--- src/rtl/fifo_sync_param_if.sv ---
// Handshake and status bundle for fifo_sync_param.
// The master modport is the producer/consumer side. The slave modport is the FIFO side.
interface fifo_sync_param_if #(
    parameter int DATA_WIDTH = 8,
    parameter int DEPTH      = 32
);
    localparam int AW = $clog2(DEPTH);

    logic                  CLEAR;
    logic                  WRITE;
    logic                  READ;
    logic [DATA_WIDTH-1:0] DATA_IN;
    logic [DATA_WIDTH-1:0] DATA_OUT;
    logic [AW:0]           USE_DW;
    logic                  F_FULL;
    logic                  F_EMPTY;
    logic                  F_ALMOST_FULL;
    logic                  F_ALMOST_EMPTY;
    logic                  OVERFLOW;
    logic                  UNDERFLOW;

    modport master (
        output CLEAR, WRITE, READ, DATA_IN,
        input  DATA_OUT, USE_DW, F_FULL, F_EMPTY,
               F_ALMOST_FULL, F_ALMOST_EMPTY, OVERFLOW, UNDERFLOW
    );

    modport slave (
        input  CLEAR, WRITE, READ, DATA_IN,
        output DATA_OUT, USE_DW, F_FULL, F_EMPTY,
               F_ALMOST_FULL, F_ALMOST_EMPTY, OVERFLOW, UNDERFLOW
    );
endinterface

--- src/rtl/fifo_sync_param.sv ---
// Parametrised single-clock FIFO with an EMPTY/OTHER/FULL occupancy state machine.
// It has registered read data, almost-full and almost-empty thresholds,
// and sticky overflow and underflow flags.
module fifo_sync_param #(
    parameter int DATA_WIDTH = 8,
    parameter int DEPTH      = 32,
    parameter int AF_LEVEL   = DEPTH - 4,
    parameter int AE_LEVEL   = 4
) (
    input logic              CLOCK,
    input logic              RESET,
    fifo_sync_param_if.slave bus
);
    localparam int AW = $clog2(DEPTH);

    // The encodings are fixed because existing benches probe the state directly.
    typedef enum logic [1:0] {
        ST_EMPTY = 2'b00,
        ST_OTHER = 2'b01,
        ST_FULL  = 2'b10
    } state_t;

    localparam logic [AW:0]   CNT_ONE  = (AW+1)'(1);
    localparam logic [AW:0]   CNT_LAST = (AW+1)'(DEPTH - 1);
    localparam logic [AW:0]   CNT_AF   = (AW+1)'(AF_LEVEL);
    localparam logic [AW:0]   CNT_AE   = (AW+1)'(AE_LEVEL);
    localparam logic [AW-1:0] PTR_ONE  = AW'(1);

    logic [DATA_WIDTH-1:0] mem [DEPTH];
    state_t                state;
    logic [AW-1:0]         wptr;
    logic [AW-1:0]         rptr;
    logic [AW:0]           count;
    logic [DATA_WIDTH-1:0] data_out;
    logic                  overflow;
    logic                  underflow;

    logic full;
    logic empty;
    logic wr_ok;
    logic rd_ok;

    // A write into a full FIFO is accepted only when a read frees the slot in the same cycle.
    // A read from an empty FIFO is never accepted, so an empty FIFO does not pass data straight through.
    assign full  = (state == ST_FULL);
    assign empty = (state == ST_EMPTY);
    assign wr_ok = bus.WRITE & (~full | bus.READ);
    assign rd_ok = bus.READ & ~empty;

    // Occupancy state machine. The thresholds are taken from the pre-edge count.
    // NOTE: sequential state uses non-blocking assignments so that every register samples pre-edge values.
    always_ff @(posedge CLOCK or posedge RESET) begin
        if (RESET) begin
            state <= ST_EMPTY;
        end else if (bus.CLEAR) begin
            state <= ST_EMPTY;
        end else begin
            case (state)
                ST_EMPTY: if (wr_ok && !rd_ok) state <= ST_OTHER;
                ST_OTHER: begin
                    if (count == CNT_ONE && rd_ok && !wr_ok)
                        state <= ST_EMPTY;
                    else if (count == CNT_LAST && wr_ok && !rd_ok)
                        state <= ST_FULL;
                end
                ST_FULL:  if (rd_ok && !wr_ok) state <= ST_OTHER;
                default:  state <= ST_EMPTY;
            endcase
        end
    end

    // Pointers, count, read data register and sticky error flags.
    always_ff @(posedge CLOCK or posedge RESET) begin
        if (RESET) begin
            wptr      <= '0;
            rptr      <= '0;
            count     <= '0;
            data_out  <= '0;
            overflow  <= 1'b0;
            underflow <= 1'b0;
        end else if (bus.CLEAR) begin
            wptr      <= '0;
            rptr      <= '0;
            count     <= '0;
            overflow  <= 1'b0;
            underflow <= 1'b0;
        end else begin
            if (wr_ok) wptr <= wptr + PTR_ONE;
            if (rd_ok) begin
                rptr     <= rptr + PTR_ONE;
                data_out <= mem[rptr];
            end
            case ({wr_ok, rd_ok})
                2'b10:   count <= count + CNT_ONE;
                2'b01:   count <= count - CNT_ONE;
                default: count <= count;
            endcase
            if (bus.WRITE && full && !bus.READ) overflow  <= 1'b1;
            if (bus.READ && empty)              underflow <= 1'b1;
        end
    end

    // Storage array write port. CLEAR suppresses the write and leaves the contents in place.
    // NOTE: the array has no reset on purpose, so that it maps to plain storage.
    // A word is never read before it has been written.
    always_ff @(posedge CLOCK) begin
        if (!bus.CLEAR && wr_ok) mem[wptr] <= bus.DATA_IN;
    end

    assign bus.DATA_OUT       = data_out;
    assign bus.USE_DW         = count;
    assign bus.F_FULL         = full;
    assign bus.F_EMPTY        = empty;
    assign bus.F_ALMOST_FULL  = (count >= CNT_AF);
    assign bus.F_ALMOST_EMPTY = (count <= CNT_AE);
    assign bus.OVERFLOW       = overflow;
    assign bus.UNDERFLOW      = underflow;
endmodule

--- src/flat_wrapper.sv ---
// flat-port wrapper written by rule: the top's interface ports become plain ports
module fifo_sync_param_flat 
#(
    parameter int DATA_WIDTH = 8,
    parameter int DEPTH      = 32,
    parameter int AF_LEVEL   = DEPTH - 4,
    parameter int AE_LEVEL   = 4
)
  (CLOCK, RESET, bus_CLEAR, bus_WRITE, bus_READ, bus_DATA_IN, bus_DATA_OUT, bus_USE_DW, bus_F_FULL, bus_F_EMPTY, bus_F_ALMOST_FULL, bus_F_ALMOST_EMPTY, bus_OVERFLOW, bus_UNDERFLOW);
  fifo_sync_param_if #(.DATA_WIDTH(DATA_WIDTH), .DEPTH(DEPTH)) bus_i ();
  input logic CLOCK;
  input logic RESET;
  input wire logic [$bits(bus_i.CLEAR)-1:0] bus_CLEAR;
  input wire logic [$bits(bus_i.WRITE)-1:0] bus_WRITE;
  input wire logic [$bits(bus_i.READ)-1:0] bus_READ;
  input wire logic [$bits(bus_i.DATA_IN)-1:0] bus_DATA_IN;
  output wire logic [$bits(bus_i.DATA_OUT)-1:0] bus_DATA_OUT;
  output wire logic [$bits(bus_i.USE_DW)-1:0] bus_USE_DW;
  output wire logic [$bits(bus_i.F_FULL)-1:0] bus_F_FULL;
  output wire logic [$bits(bus_i.F_EMPTY)-1:0] bus_F_EMPTY;
  output wire logic [$bits(bus_i.F_ALMOST_FULL)-1:0] bus_F_ALMOST_FULL;
  output wire logic [$bits(bus_i.F_ALMOST_EMPTY)-1:0] bus_F_ALMOST_EMPTY;
  output wire logic [$bits(bus_i.OVERFLOW)-1:0] bus_OVERFLOW;
  output wire logic [$bits(bus_i.UNDERFLOW)-1:0] bus_UNDERFLOW;
  assign bus_i.CLEAR = bus_CLEAR;
  assign bus_i.WRITE = bus_WRITE;
  assign bus_i.READ = bus_READ;
  assign bus_i.DATA_IN = bus_DATA_IN;
  assign bus_DATA_OUT = bus_i.DATA_OUT;
  assign bus_USE_DW = bus_i.USE_DW;
  assign bus_F_FULL = bus_i.F_FULL;
  assign bus_F_EMPTY = bus_i.F_EMPTY;
  assign bus_F_ALMOST_FULL = bus_i.F_ALMOST_FULL;
  assign bus_F_ALMOST_EMPTY = bus_i.F_ALMOST_EMPTY;
  assign bus_OVERFLOW = bus_i.OVERFLOW;
  assign bus_UNDERFLOW = bus_i.UNDERFLOW;
  fifo_sync_param #(.DATA_WIDTH(DATA_WIDTH), .DEPTH(DEPTH), .AF_LEVEL(AF_LEVEL), .AE_LEVEL(AE_LEVEL)) u_core (.CLOCK(CLOCK), .RESET(RESET), .bus(bus_i));
endmodule
--- config.mk ---
export PLATFORM = sky130hd
export DESIGN_NAME = fifo_sync_param_flat
export DESIGN_NICKNAME = d
export VERILOG_FILES = /design/src/rtl/fifo_sync_param_if.sv /design/src/rtl/fifo_sync_param.sv /design/src/flat_wrapper.sv
export SDC_FILE = /design/constraint.sdc
export NUM_CORES = 1
export LEC_CHECK = 0
export ABC_AREA = 1
export CORE_UTILIZATION = 40
export CTS_CLUSTER_SIZE = 40
export DETAILED_ROUTE_END_ITERATION = 12
export PLACE_DENSITY = 0.6
export SLEW_MARGIN = 20
export SYNTH_ARGS = -nofsm -noshare
export SYNTH_HDL_FRONTEND = slang
export SYNTH_SLANG_ARGS = --single-unit
--- constraint.sdc ---
create_clock -name CLOCK -period 2.65 [get_ports CLOCK]
set_input_delay 0.53 -clock CLOCK [delete_from_list [all_inputs] [get_ports CLOCK]]
set_output_delay 0.53 -clock CLOCK [all_outputs]
set_load 0.02 [all_outputs]
==> flow_summary.ini <==
[outcome]
status = completed

[critical_path]
worst_ep_arrival_time_ns = 1.92
ff2ff_path_depth = 8
rrSetupSlack_ns = 0.44
crit_type = flip-flop to output pin
critPathRequiredTime_ns = 2.12
r2r_start = u_core.rptr[0]
cp-end-kind = output pin
crit_path_start_kind = flip-flop
critPathMaxFanout = 6
r2r-end = u_core.bus.DATA_OUT[7]

[routing]
drt_iter0_drc = 731
wl_per_cell_um = 17.8
num_vias = 8408
ant_nets = 0
routed_via_density = 5.00
drt-total-wl_um = 29900
drc = 0
dr.pass1.iters = 5

[synthesis]
synth_top_flop_cell = edfxtp_1
synth.distinct_cells = 31
syn_avg_cell_area_um2 = 10.3
async_flop_share = 0.0986
netlist_area_mm2 = 0.0124
ys_seq_area_frac = 0.675
synth_edf_count = 256
synthCells = 1205
yosys_warnings = 0
synth_nets = 1227
synth_seq_cells = 284

[placement]
post_dp_cell_area_mm2 = 0.0134
dp_slack_ns = 0.133
dp.cells = 1633
dp_hpwl_um = 18300
gp_congestion = 0.879
portBuffers = 32

[grt]
grt_overflow_total = 0
grt_pass1_vias = 7966
antenna_found_initial = 0
grt_pass1_wl_um = 45900
grt_max_degree = 109
grt_use_total = 0.194

[die]
die_x_um = 178
core_mm2 = 0.0306
dieArea_mm2 = 0.0318
start_util = 0.406
std_cell_rows = 64
die_h_um = 178
num_io_pins = 33

[sta]
worst_slack_ns = 0.199
finalClockSkew_ns = 0.0145
rsz0062_at_grt = no
slew_viol_final = 0
period_minus_slack_ns = 2.45
final_hold_viol_count = 0
finalCritPeriodShare = 0.925
setup_viol = 0
fin_hold_ws_ns = 0.353
worstMarginPinSlew_ns = 0.743
final.setup.tns_ns = 0
relSlewSlack = 0.505
fmax_mhz = 408

[layout]
final_nets = 1289
fin_util = 0.470
areaGrowthSynthToFinish_pct = 15.8
finalInstanceArea_mm2 = 0.0144
multiInputGateArea_mm2 = 0.00321
antenna_cells = 0
seq_area_mm2 = 0.00839
nFillCells = 2883
mostFrequentLayoutCell = nand2_1
drive_gt1_frac = 0.0894
layout_common_cells = 381 x nand2_1, 256 x edfxtp_1, 164 x nand3_1, 130 x inv_1, 97 x nor2_1
finalNonFillerCells = 1683

[clock_network]
clock_path_buffers = 3
h-tree-depth = 1
clock_latency_ns = 0.54
cts_setup_buffers = 0
cts_tree = yes
path_clk_slew_ns = 0.06
root_buffer = clkbuf_16
cts-buffers-inserted = 28
clock-sinks = 284

[min_path]
hp-class = primary input to asynchronous set/reset pin

[power_and_ir_drop]
power.leakage_nw = 5.82
cellPowerDensity_mw_per_mm2 = 825
total_power_mw = 11.9
peakVddDrop_v = 0.000719

[run]
cap_violations = 0
## report_power, final
group	internal, mW	switching, mW	total (mW)
combinational	0.772	1.55	2.32
sequential	5.02	0.199	5.22
clock	2.67	1.66	4.33
total	8.46	3.40	11.9
## flip-flops by register name (all words and copies together) (netlist names)
name / flops
u_core.mem: 256
u_core.bus.DATA_OUT: 8
u_core.bus.USE_DW: 6
u_core.rptr: 5
u_core.wptr: 5
u_core.state: 2
u_core.bus.OVERFLOW: 1
u_core.bus.UNDERFLOW: 1
## layout make-up
class	count	share of cell area
Sequential cell	284	0.583
Multi-Input combinational cell	731	0.223
Timing Repair Buffer	84	0.0522
Clock buffer	31	0.0510
Inverter	138	0.0361
Tap cell	396	0.0344
Clock inverter	19	0.0200
## kinds of logic (layout without fill, tap and decap cells)
group / Yosys count / after routing / synth area share
and+or+nand+nor: 659 / 659 / 0.221
xor gates and xnor gates: 3 / 3 / 0.00211
AOI/OAI and AO/OA: 59 / 59 / 0.0250
muxes: 1 / 1 / 0.000805
adders and majority gates: 9 / 9 / 0.00906
buffers and inverters: 190 / 272 / 0.0668
DFF: 284 / 284 / 0.675
## critical path, stage by stage, from the launching register on
cell             delay [ns]
dfrtp_1                0.46
inv_1                  0.13
o21ai_0                0.18
clkdlybuf4s50_1        0.63
## cells in the mapped netlist, types with 3 or more instances
| master | instances | area share |
|---|---|---|
| ha_1 | 9 | 0.0091 |
| nand2_4 | 4 | 0.0036 |
| buf_1 | 4 | 0.0012 |
| nand2_2 | 3 | 0.0015 |
| nor3_1 | 4 | 0.0016 |
| nor2_4 | 3 | 0.0027 |
| nand2_1 | 381 | 0.12 |
| xor2_1 | 3 | 0.0021 |
| a21oi_1 | 23 | 0.0093 |
| buf_4 | 10 | 0.0060 |
| inv_2 | 6 | 0.0018 |
| nand3_1 | 164 | 0.066 |
| o21ai_0 | 27 | 0.011 |
| clkbuf_1 | 9 | 0.0027 |
| nor2_1 | 97 | 0.029 |
| buf_2 | 22 | 0.0089 |
| inv_1 | 130 | 0.039 |
| dfrtp_1 | 28 | 0.056 |
| buf_6 | 7 | 0.0063 |
| edfxtp_1 | 256 | 0.62 |
## worst max-delay path by stage
stage,start,end,slack (ns),depth (start not counted)
finish,u_core.bus.USE_DW[2],bus_F_ALMOST_FULL,0.20,3
global route,u_core.bus.USE_DW[2],bus_F_ALMOST_FULL,0.07,3
CTS,u_core.bus.USE_DW[0],bus_F_ALMOST_EMPTY,0.04,5
detailed placement,bus_READ,u_core.mem[11][6],0.13,10
global placement,bus_READ,u_core.mem[23][1],0.14,10
floorplan,bus_READ,u_core.mem[0][0],0.71,8
## repair_timing
item | 4_1_cts | 5_1_grt
hold buffers | 0 | 0
setup endpoints to repair | 0 | 1
resized for setup | 0 | 1
## per-layer routing
layer,track usage,share of wire
met5,0,0
met4,0.0452,0.020
met3,0.0234,0.050
met2,0.331,0.49
met1,0.263,0.44
(Power assumes the default switching activity.)
